### config.mk
export PLATFORM = sky130hd
export DESIGN_NAME = dram_arbiter_flat
export DESIGN_NICKNAME = d
export VERILOG_FILES = /design/src/rtl/dram_arb_pkg.sv /design/src/rtl/dram_arbiter_if.sv /design/src/rtl/dram_arb_tagpipe.sv /design/src/rtl/dram_arbiter.sv /design/src/flat_wrapper.sv
export SDC_FILE = /design/constraint.sdc
export NUM_CORES = 1
export LEC_CHECK = 0
export CORE_MARGIN = 2
export CORE_UTILIZATION = 34
export DETAILED_ROUTE_END_ITERATION = 6
export GPL_TIMING_DRIVEN = 0
export PLACE_DENSITY = 0.85
export REMOVE_ABC_BUFFERS = 1
export SYNTH_ARGS = -nofsm -noshare
export SYNTH_HDL_FRONTEND = slang
export SYNTH_HIERARCHICAL = 1
export SYNTH_SLANG_ARGS = --single-unit
### constraint.sdc
create_clock -name clk -period 1.3 [get_ports clk]
set_input_delay 0.195 -clock clk [delete_from_list [all_inputs] [get_ports clk]]
set_output_delay 0.195 -clock clk [all_outputs]
set_load 0.02 [all_outputs]
### src/rtl/dram_arb_pkg.sv
// Shared types and defaults for the DRAM arbiter slice.
//   RD_LATENCY_DEF  : PHY read latency (rd_en to rd_valid) in cycles
//   RAM_ADDR_DEF    : default word-address width
//   RAM_DWIDTH_DEF  : default data width
//   port_id_t       : requester index (0 = lookup engine, 1 = update engine)
//   tag_t           : one tag-pipe entry {valid, port}
//   cmd_t           : a request record {we, addr, wdata} at default widths
package dram_arb_pkg;

    localparam int RD_LATENCY_DEF = 4;
    localparam int RAM_ADDR_DEF   = 22;
    localparam int RAM_DWIDTH_DEF = 32;

    typedef logic port_id_t;

    typedef struct packed {
        logic     valid;
        port_id_t port;
    } tag_t;

    typedef struct packed {
        logic                      we;
        logic [RAM_ADDR_DEF-1:0]   addr;
        logic [RAM_DWIDTH_DEF-1:0] wdata;
    } cmd_t;

endpackage

### src/rtl/dram_arbiter_if.sv
// Bus bundle between the two requesters, the arbiter and the DRAM PHY.
//   req0_* / req1_* : request handshake and command from each engine
//   rsp0_* / rsp1_* : read-return pulse and data to each engine
//   phy_*           : command strobes to the PHY and read return from it
// Modports:
//   slave  : the arbiter's view
//   master : the environment's view (requesters plus PHY)
interface dram_arbiter_if #(
    parameter int RAM_ADDR   = 22,
    parameter int RAM_DWIDTH = 32
);

    logic                  req0_valid;
    logic                  req0_ready;
    logic                  req0_we;
    logic [RAM_ADDR-1:0]   req0_addr;
    logic [RAM_DWIDTH-1:0] req0_wdata;

    logic                  req1_valid;
    logic                  req1_ready;
    logic                  req1_we;
    logic [RAM_ADDR-1:0]   req1_addr;
    logic [RAM_DWIDTH-1:0] req1_wdata;

    logic                  rsp0_valid;
    logic [RAM_DWIDTH-1:0] rsp0_data;
    logic                  rsp1_valid;
    logic [RAM_DWIDTH-1:0] rsp1_data;

    logic                  phy_wr_en;
    logic                  phy_rd_en;
    logic [RAM_ADDR-1:0]   phy_addr;
    logic [RAM_DWIDTH-1:0] phy_wr_din;
    logic [RAM_DWIDTH-1:0] phy_rd_dout;
    logic                  phy_rd_valid;

    modport slave (
        input  req0_valid, req0_we, req0_addr, req0_wdata,
        input  req1_valid, req1_we, req1_addr, req1_wdata,
        output req0_ready, req1_ready,
        output rsp0_valid, rsp0_data, rsp1_valid, rsp1_data,
        output phy_wr_en, phy_rd_en, phy_addr, phy_wr_din,
        input  phy_rd_dout, phy_rd_valid
    );

    modport master (
        output req0_valid, req0_we, req0_addr, req0_wdata,
        output req1_valid, req1_we, req1_addr, req1_wdata,
        input  req0_ready, req1_ready,
        input  rsp0_valid, rsp0_data, rsp1_valid, rsp1_data,
        input  phy_wr_en, phy_rd_en, phy_addr, phy_wr_din,
        output phy_rd_dout, phy_rd_valid
    );

endinterface

### src/rtl/dram_arb_tagpipe.sv
// Fixed-depth shift register of read tags, aligned with the PHY read pipeline
// so the tag leaving the last stage belongs to the word on phy_rd_dout.
//   clk, rst : clock, synchronous active-high reset (clears every stage)
//   tag_i    : tag entering this cycle
//   tag_o    : tag leaving after DEPTH cycles
module dram_arb_tagpipe
    import dram_arb_pkg::*;
#(
    parameter int DEPTH = RD_LATENCY_DEF
) (
    input  logic clk,
    input  logic rst,
    input  tag_t tag_i,
    output tag_t tag_o
);

    tag_t [DEPTH-1:0] stage_q;
    tag_t [DEPTH-1:0] stage_d;

    // Stage 0 takes the new tag, every other stage takes its predecessor.
    always_comb begin
        stage_d    = '0;
        stage_d[0] = tag_i;
        for (int i = 1; i < DEPTH; i++) begin
            stage_d[i] = stage_q[i-1];
        end
    end

    // Reset empties the pipe so in-flight reads are forgotten.
    always_ff @(posedge clk) begin
        if (rst) begin
            stage_q <= '0;
        end else begin
            stage_q <= stage_d;
        end
    end

    assign tag_o = stage_q[DEPTH-1];

endmodule

### src/rtl/dram_arbiter.sv
// Two-port round-robin arbiter and sequencer in front of the single-ported
// DRAM PHY. Issues at most one command per cycle and steers each returned
// read word back to the port that issued it.
//   clk, rst      : clock, synchronous active-high reset
//   bus           : dram_arbiter_if.slave (requests, responses, PHY side)
//   err_orphan_o  : sticky, a PHY read return disagreed with the tag pipe
//   stat_grant0_o : accepted commands on port 0
//   stat_grant1_o : accepted commands on port 1
// Build option: define DRAM_ARB_STATS_EN to build the wrapping 32-bit grant
// counters; without it both counter outputs are tied to 0.
module dram_arbiter
    import dram_arb_pkg::*;
#(
    parameter int RAM_ADDR   = 22,
    parameter int RAM_DWIDTH = 32,
    parameter int RD_LATENCY = RD_LATENCY_DEF
) (
    input  logic        clk,
    input  logic        rst,
    dram_arbiter_if.slave bus,
    output logic        err_orphan_o,
    output logic [31:0] stat_grant0_o,
    output logic [31:0] stat_grant1_o
);

    logic                  grant0;
    logic                  grant1;
    logic                  accept;
    port_id_t              grantPort;
    logic                  selWe;
    logic [RAM_ADDR-1:0]   selAddr;
    logic [RAM_DWIDTH-1:0] selWdata;

    // prio_q names the port that wins when both are valid.
    port_id_t              prio_q,      prio_d;
    logic                  phyWrEn_q,   phyWrEn_d;
    logic                  phyRdEn_q,   phyRdEn_d;
    logic [RAM_ADDR-1:0]   phyAddr_q,   phyAddr_d;
    logic [RAM_DWIDTH-1:0] phyWdata_q,  phyWdata_d;
    port_id_t              issuePort_q, issuePort_d;
    logic                  rsp0Valid_q, rsp0Valid_d;
    logic                  rsp1Valid_q, rsp1Valid_d;
    logic [RAM_DWIDTH-1:0] rsp0Data_q,  rsp0Data_d;
    logic [RAM_DWIDTH-1:0] rsp1Data_q,  rsp1Data_d;
    logic                  errOrphan_q, errOrphan_d;

    tag_t                  tagIn;
    tag_t                  tagOut;
    logic                  retMatch;

    // Combinational grant; ready is forced low while reset is held.
    always_comb begin
        grant0 = 1'b0;
        grant1 = 1'b0;
        if (!rst) begin
            if (bus.req0_valid && (!bus.req1_valid || prio_q == 1'b0)) begin
                grant0 = 1'b1;
            end else if (bus.req1_valid) begin
                grant1 = 1'b1;
            end
        end
    end

    assign accept    = grant0 | grant1;
    assign grantPort = grant1;
    assign selWe     = grant1 ? bus.req1_we    : bus.req0_we;
    assign selAddr   = grant1 ? bus.req1_addr  : bus.req0_addr;
    assign selWdata  = grant1 ? bus.req1_wdata : bus.req0_wdata;

    // The tag enters the pipe alongside the rd_en strobe, so after
    // RD_LATENCY stages it lines up with phy_rd_valid.
    assign tagIn    = tag_t'{valid: phyRdEn_q, port: issuePort_q};
    assign retMatch = bus.phy_rd_valid & tagOut.valid;

    dram_arb_tagpipe #(
        .DEPTH (RD_LATENCY)
    ) u_tagpipe (
        .clk   (clk),
        .rst   (rst),
        .tag_i (tagIn),
        .tag_o (tagOut)
    );

    // Next state: command register, round-robin pointer, response steering.
    always_comb begin
        prio_d      = accept ? ~grantPort : prio_q;
        phyWrEn_d   = accept & selWe;
        phyRdEn_d   = accept & ~selWe;
        phyAddr_d   = accept ? selAddr : phyAddr_q;
        phyWdata_d  = accept ? selWdata : phyWdata_q;
        issuePort_d = accept ? grantPort : issuePort_q;
        rsp0Valid_d = retMatch & (tagOut.port == 1'b0);
        rsp1Valid_d = retMatch & (tagOut.port == 1'b1);
        rsp0Data_d  = rsp0Valid_d ? bus.phy_rd_dout : rsp0Data_q;
        rsp1Data_d  = rsp1Valid_d ? bus.phy_rd_dout : rsp1Data_q;
        errOrphan_d = errOrphan_q | (bus.phy_rd_valid ^ tagOut.valid);
    end

    // State register; reset returns every output to 0 and favours port 0.
    always_ff @(posedge clk) begin
        if (rst) begin
            prio_q      <= 1'b0;
            phyWrEn_q   <= 1'b0;
            phyRdEn_q   <= 1'b0;
            phyAddr_q   <= '0;
            phyWdata_q  <= '0;
            issuePort_q <= 1'b0;
            rsp0Valid_q <= 1'b0;
            rsp1Valid_q <= 1'b0;
            rsp0Data_q  <= '0;
            rsp1Data_q  <= '0;
            errOrphan_q <= 1'b0;
        end else begin
            prio_q      <= prio_d;
            phyWrEn_q   <= phyWrEn_d;
            phyRdEn_q   <= phyRdEn_d;
            phyAddr_q   <= phyAddr_d;
            phyWdata_q  <= phyWdata_d;
            issuePort_q <= issuePort_d;
            rsp0Valid_q <= rsp0Valid_d;
            rsp1Valid_q <= rsp1Valid_d;
            rsp0Data_q  <= rsp0Data_d;
            rsp1Data_q  <= rsp1Data_d;
            errOrphan_q <= errOrphan_d;
        end
    end

    assign bus.req0_ready = grant0;
    assign bus.req1_ready = grant1;
    assign bus.phy_wr_en  = phyWrEn_q;
    assign bus.phy_rd_en  = phyRdEn_q;
    assign bus.phy_addr   = phyAddr_q;
    assign bus.phy_wr_din = phyWdata_q;
    assign bus.rsp0_valid = rsp0Valid_q;
    assign bus.rsp1_valid = rsp1Valid_q;
    assign bus.rsp0_data  = rsp0Data_q;
    assign bus.rsp1_data  = rsp1Data_q;
    assign err_orphan_o   = errOrphan_q;

`ifdef DRAM_ARB_STATS_EN
    logic [31:0] statGrant0_q;
    logic [31:0] statGrant1_q;

    // Per-port accept counters, wrapping naturally at 2^32.
    always_ff @(posedge clk) begin
        if (rst) begin
            statGrant0_q <= '0;
            statGrant1_q <= '0;
        end else begin
            if (grant0) statGrant0_q <= statGrant0_q + 32'd1;
            if (grant1) statGrant1_q <= statGrant1_q + 32'd1;
        end
    end

    assign stat_grant0_o = statGrant0_q;
    assign stat_grant1_o = statGrant1_q;
`else
    assign stat_grant0_o = 32'd0;
    assign stat_grant1_o = 32'd0;
`endif

endmodule

### src/flat_wrapper.sv
// flat-port wrapper written by rule: the top's interface ports become plain ports
module dram_arbiter_flat import dram_arb_pkg::*;
#(
    parameter int RAM_ADDR   = 22,
    parameter int RAM_DWIDTH = 32,
    parameter int RD_LATENCY = RD_LATENCY_DEF
)
  (clk, rst, err_orphan_o, stat_grant0_o, stat_grant1_o, bus_req0_valid, bus_req0_we, bus_req0_addr, bus_req0_wdata, bus_req1_valid, bus_req1_we, bus_req1_addr, bus_req1_wdata, bus_req0_ready, bus_req1_ready, bus_rsp0_valid, bus_rsp0_data, bus_rsp1_valid, bus_rsp1_data, bus_phy_wr_en, bus_phy_rd_en, bus_phy_addr, bus_phy_wr_din, bus_phy_rd_dout, bus_phy_rd_valid);
  dram_arbiter_if #(.RAM_ADDR(RAM_ADDR), .RAM_DWIDTH(RAM_DWIDTH)) bus_i ();
  input  logic clk;
  input  logic rst;
  output logic err_orphan_o;
  output logic [31:0] stat_grant0_o;
  output logic [31:0] stat_grant1_o;
  input wire logic [$bits(bus_i.req0_valid)-1:0] bus_req0_valid;
  input wire logic [$bits(bus_i.req0_we)-1:0] bus_req0_we;
  input wire logic [$bits(bus_i.req0_addr)-1:0] bus_req0_addr;
  input wire logic [$bits(bus_i.req0_wdata)-1:0] bus_req0_wdata;
  input wire logic [$bits(bus_i.req1_valid)-1:0] bus_req1_valid;
  input wire logic [$bits(bus_i.req1_we)-1:0] bus_req1_we;
  input wire logic [$bits(bus_i.req1_addr)-1:0] bus_req1_addr;
  input wire logic [$bits(bus_i.req1_wdata)-1:0] bus_req1_wdata;
  output wire logic [$bits(bus_i.req0_ready)-1:0] bus_req0_ready;
  output wire logic [$bits(bus_i.req1_ready)-1:0] bus_req1_ready;
  output wire logic [$bits(bus_i.rsp0_valid)-1:0] bus_rsp0_valid;
  output wire logic [$bits(bus_i.rsp0_data)-1:0] bus_rsp0_data;
  output wire logic [$bits(bus_i.rsp1_valid)-1:0] bus_rsp1_valid;
  output wire logic [$bits(bus_i.rsp1_data)-1:0] bus_rsp1_data;
  output wire logic [$bits(bus_i.phy_wr_en)-1:0] bus_phy_wr_en;
  output wire logic [$bits(bus_i.phy_rd_en)-1:0] bus_phy_rd_en;
  output wire logic [$bits(bus_i.phy_addr)-1:0] bus_phy_addr;
  output wire logic [$bits(bus_i.phy_wr_din)-1:0] bus_phy_wr_din;
  input wire logic [$bits(bus_i.phy_rd_dout)-1:0] bus_phy_rd_dout;
  input wire logic [$bits(bus_i.phy_rd_valid)-1:0] bus_phy_rd_valid;
  assign bus_i.req0_valid = bus_req0_valid;
  assign bus_i.req0_we = bus_req0_we;
  assign bus_i.req0_addr = bus_req0_addr;
  assign bus_i.req0_wdata = bus_req0_wdata;
  assign bus_i.req1_valid = bus_req1_valid;
  assign bus_i.req1_we = bus_req1_we;
  assign bus_i.req1_addr = bus_req1_addr;
  assign bus_i.req1_wdata = bus_req1_wdata;
  assign bus_req0_ready = bus_i.req0_ready;
  assign bus_req1_ready = bus_i.req1_ready;
  assign bus_rsp0_valid = bus_i.rsp0_valid;
  assign bus_rsp0_data = bus_i.rsp0_data;
  assign bus_rsp1_valid = bus_i.rsp1_valid;
  assign bus_rsp1_data = bus_i.rsp1_data;
  assign bus_phy_wr_en = bus_i.phy_wr_en;
  assign bus_phy_rd_en = bus_i.phy_rd_en;
  assign bus_phy_addr = bus_i.phy_addr;
  assign bus_phy_wr_din = bus_i.phy_wr_din;
  assign bus_i.phy_rd_dout = bus_phy_rd_dout;
  assign bus_i.phy_rd_valid = bus_phy_rd_valid;
  dram_arbiter #(.RAM_ADDR(RAM_ADDR), .RAM_DWIDTH(RAM_DWIDTH), .RD_LATENCY(RD_LATENCY)) u_core (.clk(clk), .rst(rst), .bus(bus_i), .err_orphan_o(err_orphan_o), .stat_grant0_o(stat_grant0_o), .stat_grant1_o(stat_grant1_o));
endmodule
==> run summary <==
CP cell instances = nand2b_4, buf_12, buf_12, nand2_8, a221o_1
Routability congestion estimate = 0.761
Unrepaired setup endpoints after global routing = yes
Antenna diode count = 0
Top Ports = 336
Residual DRC = 0
Filler Cell Count = 1389
Rows = 47
Fraction of synthesis flops using an asynchronous set or reset pin = 0%
Synth area leader = dfxtp_1
Layout-stage area growth over the synthesis result = 69.5%
Cells after Synth = 643
Leakage Power = 3.93 nW
Core area = 16500 sq um
Kind of cell adding the most delay to the critical path = buffers and inverters
Most prevalent standard cell on the critical path = buf_12
Final Critical Period = 1.44 ns
Final core utilization = 58.6%
Overall global routing resource usage = 23.5%
Critical Path Max Stage Delay = 0.34 ns
Routed WL per cell = 19.0 um
Antenna violations before repair = 0
DR pass1 iterations = 5
Number of vias per cell = 5.01
Top_reg_cell synth = dfxtp_1
Yosys warnings = 6
Total wire length after detailed routing = 22100 um
DIE AREA = 17900 sq um
Post-layout nets = 1076
Data arrival at the endpoint of the critical path = 1.75 ns
Final setup slack of the worst path = -0.142 ns
Total power per unit cell area = 1170 nW/um^2
Worst vdd ir = 0.000874 V
CP Class = flop to flop
Register area share after synthesis = 46.6%
Required time at the worst-slack endpoint = 1.60 ns
Vert. Die Dim = 134 um
Overall via count from detail_route = 5816
Proportion of layout cells with a drive suffix above 1 = 21.7%
Type of the worst min-delay path = input pin to flop
Flip-flop and latch count after synthesis = 133
Share of the clock period used by the worst path after layout = 111%
Clock edge transition at the registers on the reported setup and hold paths = 0.06 ns
Max capacitance violation total = 0
Final setup skew = 0.00796 ns
Via count of the first global-routing pass = 5766
Half-perimeter wire length of the detailed placement result = 11500 um
CTS Buf Count = 17
Final setup viols = 57
Horizontal extent of the die = 134 um
Slew headroom = 45.3%
Maximum clock insertion buffer count = 2
Start of the worst register-to-register path = u_core/prio_q
Cell with the largest stage delay on the worst path = dfxtp_2
Final non-filler cell area = 9690 sq um
Starting density of the core = 34.6%
Number of failing hold endpoints at the final stage = 0
Root buf cell = clkbuf_16
Launch point of the worst path = u_core/prio_q
Buffers added on ports = 271
Violations in the final reports = negative setup slack
Top-count cell post-synth = dfxtp_1
Post-cts hold buffer count = 0
Syn avg cell area = 8.89 sq um
Post-Syn Area = 5720 sq um
Share of Yosys cell area claimed by the top area cell type = 46.6%
Largest cells by area after synthesis = dfxtp_1 (47%), a221o_1 (9.5%), nand2_1 (8.6%)
Final slew viol count = 0
Critical Path Start Type = flop
Biggest fanout along the worst timing path = 7
Transition time at the pin with the least slew margin = 0.817 ns
Netlist cell types = 27
Detailed router's first-iteration violation count = 264
Cell area reported after detailed placement = 8370 sq um
Leading cell types by count after synthesis = dfxtp_1 (133), nand2_1 (131), a21oi_1 (67)
Maximum clock frequency = 694 MHz
Hold Startpoint = rst
Wire length of the first global-routing pass = 32000 um
Post-route antenna net violation count = 0
Worst Setup End Kind = flop
Count of buffering cells on the critical path with inverters included = 2
Level count of the clock H-tree = 4
Grt ovf = 0
Outcome = finished with violations
# clock sinks = 133
Post-place setup slack = -2.12 ns
Number of enable flip-flop cells after synthesis = 0
Largest net degree at the start of global routing = 41
CTS tree = built
Latest clock arrival within the worst-skew pair = 0.42 ns
-- report_power, final --
part,leakage (nW),internal [W],switching [W],total [W]
combinational,2.55,0.00104,0.00101,0.00205
clock,0.284,0.00293,0.00202,0.00495
sequential,1.09,0.00425,0.0000982,0.00435
total,3.93,0.00823,0.00313,0.0114
-- final timing paths --
path / to / slack, ns / cells after the start
min: u_core/bus.rsp0_data[5] / 0.1 / 2
max: u_core/bus.phy_wr_din[18] / -0.14 / 5
min reg2reg: u_core/u_tagpipe/stage_d[4] / 0.43 / 1
max reg2reg: u_core/bus.phy_wr_din[18] / -0.14 / 5
-- layer usage --
metal	wire length, um	track usage, %	vias up	share of wire (%)
met5	0	0	-	0
met4	721	10.8	0	3.3
met3	2110	7.99	51	9.5
met2	11000	41.3	319	50
met1	8230	25.4	2746	37
li1	-	-	2700	-
-- final cells by class --
| class | count | area [sq um] | share of cell area [%] |
|---|---|---|---|
| inverters | 2 | 7.51 | 0.0775 |
| multi-input cells | 462 | 2950 | 30.4 |
| well taps | 220 | 275 | 2.84 |
| repair buffers | 312 | 3190 | 32.9 |
| flip-flops and latches | 133 | 2670 | 27.5 |
| clock inverters | 14 | 165 | 1.70 |
| clock buffers | 18 | 439 | 4.53 |
-- flip-flops by register name, indices dropped and copies added (netlist names) --
signal                    flops
u_core/u_tagpipe/stage_d      6
u_core/u_tagpipe/tag_o        2
u_core/bus.phy_addr          22
u_core/bus.rsp0_data         32
u_core/bus.phy_wr_din        32
u_core/bus.rsp0_valid         1
u_core/bus.rsp1_valid         1
u_core/prio_q                 1
u_core/err_orphan_o           1
u_core/bus.phy_rd_en          1
u_core/bus.phy_wr_en          1
u_core/bus.rsp1_data         32
u_core/issuePort_q            1
-- kinds of logic after synthesis --
| family | share of synthesized area (%) |
|---|---|
| buffers and inverters | 13.2 |
| AO/OA/AOI/OAI | 15.6 |
| adder cells (fa/ha/maj) | 0.219 |
| other | 0.0656 |
| flip-flops | 46.6 |
| AND/OR/NAND/NOR | 24.4 |
-- what timing repair did --
item | in CTS | in global routing
gates resized for setup | 278 | 133
gates cloned | 21 | 3
endpoints found under the setup margin | 247 | 199
pin swaps | 46 | 14
setup buffers | 19 | 4
-- through the flow --
| stage | setup TNS [ns] | total power (W) | hold WS, ns | std cells |
|---|---|---|---|---|
| 2_1_floorplan | -70.69 | 0.00515 | 0.264 | 586 |
| 6_report | -6.57 | 0.0114 | 0.0958 | 1161 |
| 3_5_place_dp | -161.96 | 0.00617 | 0.420 | 1083 |
| 4_1_cts | -7.31 | 0.0114 | 0.0848 | 1155 |
| 3_3_place_gp | -622.53 | 0.00611 | 0.417 | 1077 |
| 5_1_grt | -9.27 | 0.0117 | 0.0879 | 1161 |
-- placed cells by master, fill, tap and decap left out, types with 2 or more instances in the layout --
master	synthesis	routed
nor3b_1	54	54
nand2b_4	0	4
nor2_1	4	4
nor2b_1	9	8
and3_1	54	23
bufbuf_16	0	3
clkdlybuf4s15_1	0	55
clkdlybuf4s50_1	0	143
a21oi_1	67	65
bufinv_16	0	2
dlygate4sd2_1	0	4
nand2_8	0	6
a21oi_2	0	2
nand2_1	131	129
a221o_1	54	54
buf_12	0	6
and2_4	0	2
clkbuf_2	0	56
and3_4	0	31
dfxtp_1	133	130
clkinvlp_4	0	4
nor2b_4	1	3
clkdlybuf4s15_2	0	9
dfxtp_2	0	3
inv_8	0	2
buf_6	6	7
clkbuf_16	0	18
conb_1	1	64
inv_6	0	5
buf_16	0	13
buf_4	64	14
No activity file was read; power rests on OpenSTA's default activity.
